===== src/rtl/alu_pkg.sv =====
// Shared definitions for the ALU sharing controller: op codes, FSM state
// encoding and the EXEC cycle count helper.
package alu_pkg;

  localparam logic [2:0] ALU_AND  = 3'b000;
  localparam logic [2:0] ALU_XOR  = 3'b001;
  localparam logic [2:0] ALU_SLL  = 3'b010;
  localparam logic [2:0] ALU_ADD  = 3'b011;
  localparam logic [2:0] ALU_SUB  = 3'b100;
  localparam logic [2:0] ALU_MUL  = 3'b101;
  localparam logic [2:0] ALU_BSUB = 3'b110;
  localparam logic [2:0] ALU_SRA  = 3'b111;

  localparam logic [1:0] ST_IDLE = 2'd0;
  localparam logic [1:0] ST_EXEC = 2'd1;
  localparam logic [1:0] ST_RESP = 2'd2;

  // Remaining EXEC cycles after the first; only mul takes more than one.
  function automatic logic [3:0] exec_cnt_init(input logic [2:0] ctr,
                                               input logic [3:0] mul_lat);
    return (ctr == ALU_MUL) ? mul_lat - 4'd1 : 4'd0;
  endfunction

endpackage


===== src/rtl/alu_share_ctrl_rr_arb2.sv =====
// Two-way round-robin grant: with both requests pending the pointer holder
// wins, otherwise the single requester wins.
module rr_arb2 (
  input  logic [1:0] valid,
  input  logic       ptr,
  output logic [1:0] grant
);

  always_comb begin
    grant = valid;
    if (valid == 2'b11) begin
      grant = ptr ? 2'b10 : 2'b01;
    end
  end

endmodule


===== src/rtl/alu_share_ctrl.sv =====
// Shares one external ALU between two requesters: IDLE -> EXEC -> RESP.
// Optional performance counters are built when ALU_SHARE_PERF_EN is defined.
module alu_share_ctrl
  import alu_pkg::*;
#(
  parameter int DATA_W  = 32,
  parameter int MUL_LAT = 2
) (
  input  logic                clk_i,
  input  logic                rst_i,
  input  logic [1:0]          req_valid_i,
  output logic [1:0]          req_ready_o,
  input  logic [5:0]          req_ctr_i,
  input  logic [2*DATA_W-1:0] req_rs1_i,
  input  logic [2*DATA_W-1:0] req_rs2_i,
  output logic [1:0]          rsp_valid_o,
  input  logic [1:0]          rsp_ready_i,
  output logic [DATA_W-1:0]   rsp_data_o,
  output logic [2:0]          alu_ctr_o,
  output logic [DATA_W-1:0]   alu_rs1_o,
  output logic [DATA_W-1:0]   alu_rs2_o,
  input  logic [DATA_W-1:0]   alu_rd_i,
  output logic                busy_o
`ifdef ALU_SHARE_PERF_EN
  ,
  output logic [31:0]         perf_ops0_o,
  output logic [31:0]         perf_ops1_o,
  output logic [31:0]         perf_conflict_o
`endif
);

  localparam logic [3:0] MUL_LAT_W = 4'(MUL_LAT);

  logic [1:0]        state_reg;
  logic              ptr_reg;
  logic              id_reg;
  logic [3:0]        cnt_reg;
  logic [2:0]        ctr_reg;
  logic [DATA_W-1:0] rs1_reg;
  logic [DATA_W-1:0] rs2_reg;
  logic [DATA_W-1:0] rd_reg;

  logic [1:0]        grant;
  logic              grant_id;
  logic              accept;
  logic              rsp_done;
  logic [2:0]        sel_ctr;

  rr_arb2 u_arb (
    .valid (req_valid_i),
    .ptr   (ptr_reg),
    .grant (grant)
  );

  assign grant_id = grant[1];
  assign accept   = (state_reg == ST_IDLE) && (grant != 2'b00);
  assign rsp_done = (state_reg == ST_RESP) && rsp_ready_i[id_reg];
  assign sel_ctr  = grant_id ? req_ctr_i[5:3] : req_ctr_i[2:0];

  // Ready is gated by reset so it reads zero while reset is held.
  assign req_ready_o = (state_reg == ST_IDLE && !rst_i) ? grant : 2'b00;
  assign rsp_valid_o = (state_reg == ST_RESP) ? (id_reg ? 2'b10 : 2'b01) : 2'b00;
  assign rsp_data_o  = rd_reg;
  assign alu_ctr_o   = ctr_reg;
  assign alu_rs1_o   = rs1_reg;
  assign alu_rs2_o   = rs2_reg;
  assign busy_o      = (state_reg != ST_IDLE);

  always_ff @(posedge clk_i or posedge rst_i) begin
    if (rst_i) begin
      state_reg <= ST_IDLE;
      ptr_reg   <= 1'b0;
      id_reg    <= 1'b0;
      cnt_reg   <= 4'd0;
      ctr_reg   <= 3'd0;
      rs1_reg   <= '0;
      rs2_reg   <= '0;
      rd_reg    <= '0;
    end else begin
      case (state_reg)
        ST_IDLE: begin
          if (accept) begin
            id_reg    <= grant_id;
            ctr_reg   <= sel_ctr;
            rs1_reg   <= req_rs1_i[grant_id*DATA_W +: DATA_W];
            rs2_reg   <= req_rs2_i[grant_id*DATA_W +: DATA_W];
            cnt_reg   <= exec_cnt_init(sel_ctr, MUL_LAT_W);
            state_reg <= ST_EXEC;
          end
        end
        ST_EXEC: begin
          if (cnt_reg == 4'd0) begin
            rd_reg    <= alu_rd_i;
            state_reg <= ST_RESP;
          end else begin
            cnt_reg <= cnt_reg - 4'd1;
          end
        end
        ST_RESP: begin
          if (rsp_done) begin
            ptr_reg   <= ~id_reg;
            state_reg <= ST_IDLE;
          end
        end
        default: state_reg <= ST_IDLE;
      endcase
    end
  end

`ifdef ALU_SHARE_PERF_EN
  logic [31:0] ops0_reg;
  logic [31:0] ops1_reg;
  logic [31:0] conflict_reg;

  always_ff @(posedge clk_i or posedge rst_i) begin
    if (rst_i) begin
      ops0_reg     <= 32'd0;
      ops1_reg     <= 32'd0;
      conflict_reg <= 32'd0;
    end else begin
      if (rsp_done && !id_reg) ops0_reg <= ops0_reg + 32'd1;
      if (rsp_done && id_reg)  ops1_reg <= ops1_reg + 32'd1;
      if (state_reg == ST_IDLE && req_valid_i == 2'b11) begin
        conflict_reg <= conflict_reg + 32'd1;
      end
    end
  end

  assign perf_ops0_o     = ops0_reg;
  assign perf_ops1_o     = ops1_reg;
  assign perf_conflict_o = conflict_reg;
`endif

endmodule

===== config.mk =====
export PLATFORM = sky130hd
export DESIGN_NAME = alu_share_ctrl
export DESIGN_NICKNAME = d
export VERILOG_FILES = /design/src/rtl/alu_pkg.sv /design/src/rtl/alu_share_ctrl_rr_arb2.sv /design/src/rtl/alu_share_ctrl.sv
export SDC_FILE = /design/constraint.sdc
export NUM_CORES = 1
export LEC_CHECK = 0
export ABC_AREA = 1
export CORE_ASPECT_RATIO = 1.1
export CORE_MARGIN = 2
export CORE_UTILIZATION = 38
export DETAILED_ROUTE_END_ITERATION = 7
export GPL_ROUTABILITY_DRIVEN = 1
export HOLD_SLACK_MARGIN = 0.02
export PLACE_DENSITY = 0.8
export SYNTH_ARGS = -nofsm -noshare
export SYNTH_HDL_FRONTEND = slang
export SYNTH_HIERARCHICAL = 1
export SYNTH_SLANG_ARGS = --single-unit

===== constraint.sdc =====
create_clock -name clk_i -period 5.7 [get_ports clk_i]
set_input_delay 1.71 -clock clk_i [delete_from_list [all_inputs] [get_ports clk_i]]
set_output_delay 1.71 -clock clk_i [all_outputs]
set_load 0.05 [all_outputs]

# Word level (Yosys, flattened, before mapping)
# Index checks and enable logic that the tools add are counted.
# W data, S select, Z words.
# classes
n_addsub	1
order_cmp	1
n_eq_ne	8
shift	2
mux	16
bitwise_logic	1
reduce_logical	14
# op_table
operator	count
$shiftx A64 B7 Y32	2
$mux W2	8
$mux W4	2
$ne A2 B2 Y1 const B	4
$pmux W4 S2	1
$pmux W2 S3	1
$reduce_and A2 Y1	3
$reduce_and A3 Y1	2
$reduce_bool A2 Y1	3
$eq A2 B2 Y1 const B	2
$logic_not A4 Y1	1
$sub A4 B1 Y4 const B	1
$eq A3 B3 Y1 const B	1
$logic_and A1 B1 Y1	3
$mux W1	3
$mux W3	1
$eq A2 B1 Y1 const B	1
$logic_not A2 Y1	1
$lt A1 B2 Y1 const B	1
$logic_not A1 Y1	1
$not A1 Y1	1
# word_totals
ff_bits	107
inputBits	172
out_inout_bits	104
elab_cells	51

# Logic depth before layout (Yosys ltp)
# logic_depth
depth_word	7
depth_mapped	10

# Hierarchy
# Netlist, hierarchy kept.
# modules_own_cells
module	n_inst	cells_per_inst	area_each_um2	seq_area_each_um2
alu_share_ctrl	1	562	4744.6	2677.6
rr_arb2	1	5	21.3	0.0

# Least setup slack after synthesis
# OpenSTA, ideal clock, no wires.
# synth_path
path_kind	input-to-output
startpoint	input req_valid_i[0]
endpoint	output req_ready_o[1]
arrival_ps	2702
setup_slack_ps	1288
stages	5
cell_sequence	inv_1 > nand2_1 > nand2_1 > nand2_1 > nor2_1
# synth_via
elab_chain_len	3
# synth_lines
item	line	source
from (decl)	alu_share_ctrl.sv:11	input logic [1:0] req_valid_i,
$eq A2 B2 Y1	alu_share_ctrl_rr_arb2.sv:11	if (valid == 2'b11) begin
$mux W2	alu_share_ctrl_rr_arb2.sv:11	
named net grant[1]	alu_share_ctrl.sv:43	logic [1:0] grant;
$mux W2	alu_share_ctrl.sv:61	assign req_ready_o = (state_reg == ST_IDLE && !rst_i) ? grant : 2'b00;
to (decl)	alu_share_ctrl.sv:12	output logic [1:0] req_ready_o,
# The timed path passes the listed nets, and every way through them passes these cells.

# Final worst setup path
# layout_path
startpoint	input req_valid_i[0]
endpoint	output req_ready_o[0]
# layout_via
elab_chain_len	3
# layout_lines
item	line
$eq A2 B2 Y1	alu_share_ctrl_rr_arb2.sv:11
$mux W2 (*)	alu_share_ctrl_rr_arb2.sv:11
named net grant[0]	alu_share_ctrl.sv:43
$mux W2 (*)	alu_share_ctrl.sv:61
# The timed path passes the listed nets; every way through them passes the cells marked *.

==> run metrics <==
Die Area=13,500 um2; HP Class=flip-flop to flip-flop; initial core utilization=39.3%; drt first pass iters=5; WS Path Type=primary input to primary output; max-cap violation count=0; netlist area before placement=approximately 4800 um2; final wirelength=14.1 mm; crit path DAT=3.48 ns; CP max-delay cell=clkdlybuf4s50_1; Final min period=5.19 ns; number of DRC markers in iteration 0=171; first-pass GRT wire length=~22 mm; largest net degree at the start of global routing=73; RSZ-0062 raised after global routing=false; vias in the first global route=4,744; Bufs and invs on worst path=3; Synth top cells by count=nand2_1 (184), dfrtp_1 (107), nor2_1 (77), a31oi_1 (67), inv_1 (45); Post-synth EDFFs=0; Yosys cell types=21; Vias/cell=4.83; DIE HEIGHT=121 um; Area Overhead vs Synth=63.9%; R2R Setup Slk=3.26 ns; status=completed; share of post-route cells with drive strength above 1=3.03%; setup_tns=0 ns; Crit path top cell by count=clkdlybuf4s50_1; gr usage total=20.8%; Post-CTS Hold Fix Bufs=0; number of antenna violations at the first check in global routing=0; Max Slew Vio Count=0; Root Driver=clkbuf_16; RR Endpoint=cnt_reg[0]; most numerous cell in the Yosys netlist=nand2_1; Layout Skew=0.0121 ns; worst path required time=3.99 ns; n_diodes=0; I/O Pins=276; crit-path max FO=2; Final setup viols=0; cell family with most CP delay=buffers and inverters; DP HPWL=10.7 mm; crit end category=primary output; GRT overflow=0; cts repair resizes=0; crit path capture=req_ready_o[0]; Critical Path, Cell by Cell=clkdlybuf4s50_1 > inv_1 > a21oi_1 > nand2_1 > nor2_1 > clkdlybuf4s50_1; register area share after synthesis=56.2%; Final Total Pwr=5.05 mW; Via Count=4,726; Post-CTS Setup Bufs=0; depth of the CTS H-tree=3; clk buf depth=2; power density cells=646 nW/um2; placer congestion estimate=0.823; CTS tree=done; Core Area=12,100 um2; DRC viols=0; Crit path depth=6; RR Startpoint=ptr_reg; Worst Setup SP=req_valid_i[0]; Critical Path Max Stage Delay=~0.80 ns; FMAX=193 MHz; post-synth top area cell=dfrtp_1; cts bufs inserted=9; clock-pin transition on the worst setup and hold timing paths=0.06 ns; R2R cell count=10; Peak supply drop=0.417 mV; DRT antenna net count=0; Cells after Synth=567; leakage power=3.45 nW; YS warnings=6; Clk Latency, worst-skew pair=about 0.34 ns; Synth top area share=56.2%; relative slew slack=26.8%; hold depth=2; final net count=between 900 and 1,000; FP Rows=42; top post-synthesis cells by area=dfrtp_1 (56%), nand2_1 (14%), a31oi_1 (8.8%); Seq cells post-synth=107; Synthesized Nets=740; critical path launch point type=primary input; Sink Count=about 110; Final Hold Vio Count=0; # port buffers=275; drt wl/cell=roughly 14 um; # fillers=1,010; Worst-Margin Slew=1.10 ns; Async SR Flop Fraction=100%; die width=111 um; Syn Area/Cell=between 8 and 9 um2; Most used DFF post-synth=dfrtp_1; Tcrit/Tclk final=91.1%
-- routing by layer --
metal | track usage (%) | up-vias | part of all wire [%]
met5 | 0 | - | 0
met4 | 11.6 | 0 | 4.7
met3 | 5.39 | 46 | 7.4
met2 | 37.1 | 207 | 50
met1 | 22.5 | 2149 | 38
li1 | - | 2324 | -
-- worst min path at each step --
stage	start	slack, ns	end
floorplan	cnt_reg[0]	0.48	cnt_reg[0]
global placement	rsp_data_o[14]	0.47	rsp_data_o[14]
detailed placement	rsp_data_o[8]	0.48	rsp_data_o[8]
CTS	rsp_data_o[8]	0.49	rsp_data_o[8]
global route	rsp_data_o[11]	0.52	rsp_data_o[11]
finish	rsp_data_o[2]	0.49	rsp_data_o[2]
-- worst min-delay path: stages (launching register included) --
cell     delay, ns
dfrtp_1       0.34
nand2_1       0.05
o21ai_1       0.06
-- layout by cell type (no fill, tap or decap), types with 2 or more instances in the layout --
cell type | Yosys | final
inv_1 | 45 | 43
nand3_1 | 5 | 5
clkdlybuf4s50_1 | 0 | 274
inv_2 | 1 | 2
clkbuf_16 | 0 | 9
o21ai_0 | 32 | 32
dfrtp_1 | 107 | 107
a31oi_1 | 67 | 67
nand2_1 | 184 | 183
buf_4 | 9 | 4
nor2_1 | 77 | 77
o22ai_1 | 2 | 2
clkbuf_8 | 0 | 2
o21ai_1 | 6 | 6
-- metrics by stage --
stage | std cells | hold slack, ns | worst slack [ns] | utilization [%] | instance area, um2
5_1_grt | 978 | 0.517 | 0.429 | 64.3 | 7810
3_3_place_gp | 965 | 0.468 | 0.499 | 62.0 | 7520
6_report | 978 | 0.493 | 0.508 | 64.3 | 7810
3_5_place_dp | 965 | 0.476 | 0.515 | 62.0 | 7520
2_1_floorplan | 567 | 0.481 | 1.17 | - | 4770
4_1_cts | 978 | 0.493 | 0.509 | 64.3 | 7810
-- kinds of logic after synthesis --
kind of cell / after synthesis / synth area share (%)
compound gates: 108 / 13.2
flops: 107 / 56.2
xor+xnor: 1 / 0.184
simple gates: 269 / 21.6
buf+inv: 81 / 8.66
fa+ha+maj: 1 / 0.262
-- power by group --
group	internal (mW)	leakage, nW	switching, mW
Combinational	1.01	2.08	2.07
Clock	0.357	0.140	0.255
Sequential	1.15	1.24	0.203
Total	2.52	3.45	2.53
-- cell type report --
type,count,area (um2),area share (%)
flip-flops and latches,107,2680,34.3
well taps,154,193,2.47
repair buffers,279,2790,35.8
inverters,46,175,2.24
multi-input cells,379,1680,21.5
clock inverters,2,37.5,0.481
clock buffers,11,253,3.24
(Power assumes the default switching activity.)
==> edit 1, RTL diff (same settings) <==
Add a define of `ALU_SHARE_PERF_EN`.
--- a/src/rtl/alu_share_ctrl.sv
+++ b/src/rtl/alu_share_ctrl.sv
@@ -2,2 +2,4 @@
 // Optional performance counters are built when ALU_SHARE_PERF_EN is defined.
+`define ALU_SHARE_PERF_EN
+
 module alu_share_ctrl
Behaviour (old outputs only; new: perf_conflict_o, perf_ops0_o and perf_ops1_o): unchanged (Yosys induction, for registers that start in step).
==> edit 1 against the unedited design <==
Worst setup slack better by 460 ps. Utilization down 7.3 points. Synthesized area up 110%. Total power up 44%. Register-to-register slack better by 120 ps. Clock skew down 3.4 ps. Count of clock-buffer cells in the layout up 17. Cell area up 92%. Fmax up 9.8%. Sequential cell count up 96. Non-clock buffer count up 99. Routed wire length up 130%. Sequential share of layout area down 0.33 points.
==> edit 1: results (changes against the unedited design) <==
Status: finished, final reports clean
Finished Layout Cells: 1965 (+100%)
Met2 WL: 15400 um (+120%)
Worst hold slack: 503 ps (+10.5 ps)
Placed Cells incl. Taps: 1921 (+99%)
Reg2Reg Capture Point: alu_rs1_o[14]$_DFFE_PP0P_
WL met3: 2930 um (+180%)
Largest net degree at the start of global routing: 87 (+19%)
Initial DRC count: 609 (+260%)
Nets: 1771 (+78%)
Global-route wire length before repair: 51000 um (+130%)
Via-to-Cell Ratio: 4.87 (+0.86%)
Clk Latency, worst-skew pair: 510 ps (+170 ps)
Adder-cell area share of the yosys netlist: 0.616% (+0.35 points)
Drt first pass iters: 8 (+3)
GRT met3 Usage: 6.02% (+0.63 points)
Ranking of synthesized cells by area: dfrtp_1, nand2_1, nor2_1
Hold EP: perf_ops1_o[31]$_DFFE_PP0P_
Avg Synthesized Cell Area: 8.29 um^2 (-1.4%)
Crit-path max cell delay: 580 ps (-220 ps)
Post-Synth XOR/XNOR Area: 4.57% (+4.4 points)
CTS max path bufs: 3 (+1)
Synth Net Count: 1402 (+89%)
Fillers: 2327 (+130%)
Final worst-path setup slack: 973 ps (+465 ps)
Crit. Startpoint: req_valid_i[1]
Met1 Track Usage GR: 27.2% (+4.6 points)
Final HPWL DP: 24500 um (+130%)
Hold path start: perf_ops1_o[31]$_DFFE_PP0P_
I/O Buffers: 371 (+35%)
Worst Setup EP: req_ready_o[1]
Crit path DAT: 3020 ps (-460 ps)
Cells on worst reg2reg path: 7 (-3)
## edit 1: cell types whose count changed after synthesis, moves of 29 or more
cell / delta
nand2_1: +209
nor2_1: +110
dfrtp_1: +96
nand3_1: +55
inv_1: +53
xor2_1: +30
mux2_4: +29
## edit 1: worst register-to-register path: stages, from the launching register on
cell,delay (ps)
dfrtp_1,360
nand3_1,90
nand2_2,80
buf_4,570
inv_2,460
buf_4,380
nand2_1,140
a31oi_1,90
## edit 1: final cells by class
cell class	count	share of cell area (%)
Antenna cell	5	0.0836
Clock buffer	28	4.11
Clock inverter	11	0.953
Inverter	103	2.61
Multi-Input combinational cell	885	30.1
Sequential cell	203	33.9
Tap cell	352	2.94
Timing Repair Buffer	378	25.2
## edit 1: report_power, final
part	leakage, nW	internal, mW	switching (mW)	total, mW
Combinational	3.85	1.26	2.32	3.58
Sequential	2.46	1.87	0.287	2.16
Clock	0.374	0.902	0.610	1.51
Total	6.69	4.04	3.22	7.25
==> edit 2, RTL diff (same settings) <==
Without the edit above. Change the parameter `DATA_W` from 32 to 48.
--- a/src/rtl/alu_share_ctrl.sv
+++ b/src/rtl/alu_share_ctrl.sv
@@ -5,3 +5,3 @@
 #(
-  parameter int DATA_W  = 32,
+  parameter int DATA_W  = 48,
   parameter int MUL_LAT = 2
Ports: changed (6 resized); port bits go from 276 to 404. No check against the original RTL was run, so the function may have changed too.
==> edit 2 against the unedited design <==
Largest cell class unchanged. Worst hold slack lost 7.8 ps. Cell area grew 48%. Total power grew 49%. Largest power group unchanged. Clock skew shrank 2.5 ps. Synthesized area grew 43%. Global-route usage grew 3.9 points. Non-clock buffer count grew 134. Clock power grew 96%. Worst setup slack lost 26 ps. Routed wire length grew 67%. Sequential cell count grew 48. Combinational power grew 43%. Fmax shrank 0.50%.
==> edit 2: results (changes against the unedited design) <==
Final Wtd Congestion: 0.848 (+3.1%)
Clk Latency, worst-skew pair: 420 ps (+80 ps)
Vias in the first global route: 6691 (+41%)
Post-Synth XOR/XNOR Area: 0.129% (-0.055 points)
Complex-gate fraction of the synthesized area: 13.2% (+0.054 points)
Via-to-Cell Ratio: 4.76 (-1.5%)
Largest net degree at the start of global routing: 132 (+81%)
P_sw: 3.75 mW (+48%)
# setup viols final: 0 (unchanged)
Routed wire length: 23600 um (+67%)
Hold EP: rsp_data_o[31]$_DFFE_PP0P_
Clk pwr share: 15.9% (+3.8 points)
GRT Util Overall: 24.6% (+3.9 points)
Skew final: 9.56 ps (-2.51 ps)
FMAX: 192 MHz (-0.50%)
Fillers: 1441 (+43%)
CTS max path bufs: 2 (unchanged)
Sequential area share after synthesis: 57.1% (+0.92 points)
CTS buffer count: 17 (+8)
Hold WC Path Type: flop to flop
Worst-path clk slew: 70 ps
Worst Tran Pin Value: 790 ps (-308 ps)
Pleak: 5.12 nW (+48%)
Adder-cell area share of the yosys netlist: 0.184% (-0.078 points)
I/O Buffers: 403 (+47%)
Vias post-DR: 6889 (+46%)
Crit-path max FO: 2 (unchanged)
Synth area leader: dfrtp_1
Commonest cells post-synth: nand2_1, dfrtp_1, nor2_1
Ranking of synthesized cells by area: dfrtp_1, nand2_1, a31oi_1
Final HPWL DP: 17700 um (+66%)
Seq pwr share: 25.9% (-1.0 points)
Status: finished, final reports clean
Nets: 1448 (+46%)
Worst hold slack: 485 ps (-7.78 ps)
Worst R2R Setup Slack: 3000 ps (-260 ps)
Reg2Reg Capture Point: cnt_reg[0]$_DFFE_PP0P_
Worst Setup EP: req_ready_o[0]
Crit path DAT: 3510 ps (+30 ps)
Worst ir drop on vdd: 0.303 mV (-27%)
Worst Hold Depth: 2 (unchanged)
Global-route wire length before repair: 36300 um (+63%)
Drt first pass iters: 5 (unchanged)
Initial DRC count: 338 (+98%)
Critical Path Sink Type: output pin
Cts repair resizes: 0 (unchanged)
Cells on worst reg2reg path: 12 (+2)
Crit. Startpoint: req_valid_i[0]
Yosys cell types: 20 (-4.8%)
Int Pwr: 3.80 mW (+51%)
Synth Net Count: 1068 (+44%)
Hold path start: rsp_data_o[31]$_DFFE_PP0P_
Initial antenna violation count: 1 (+1)
Layout cells sized above 1: 3.97% (+0.94 points)
H-tree depth: 4 (+1)
DP Worst Slack: 478 ps (-36.7 ps)
Avg Synthesized Cell Area: 8.33 um^2 (-0.84%)
Cell at the root of the clock tree: clkbuf_16
Area after DPL: 11000 um^2 (+46%)
[edit 2: cell types whose count changed after synthesis, sizes merged, moves of 19 or more]
cell / delta
a31oi: +30
clkbuf: +19
dfrtp: +48
inv: +19
nand2: +85
nor2: +33
o21ai: +19
[edit 2: final cells by class]
cell class	instances	area [um^2]	share of cell area (%)
clock buffers	19	443	3.82
multi-input cells	543	2400	20.7
diodes	1	2.50	0.0216
repair buffers	413	4140	35.7
flip-flops and latches	155	3880	33.4
clock inverters	13	179	1.54
inverters	65	249	2.15
well taps	238	298	2.57
[edit 2: routing by layer]
layer | global-route usage, % | share of wire, % | vias up
met4 | 8.92 | 2.7 | 0
met2 | 43.4 | 51 | 289
li1 | - | - | 3374
met1 | 27.9 | 38 | 3176
met5 | 0 | 0 | -
met3 | 8.73 | 8.4 | 50
[edit 2: worst max-delay path: stages]
cell and delay [ps]:
clkdlybuf4s50_1 480, inv_1 60, a21oi_1 150, nand2_1 170, nor2_1 130, clkdlybuf4s50_1 810
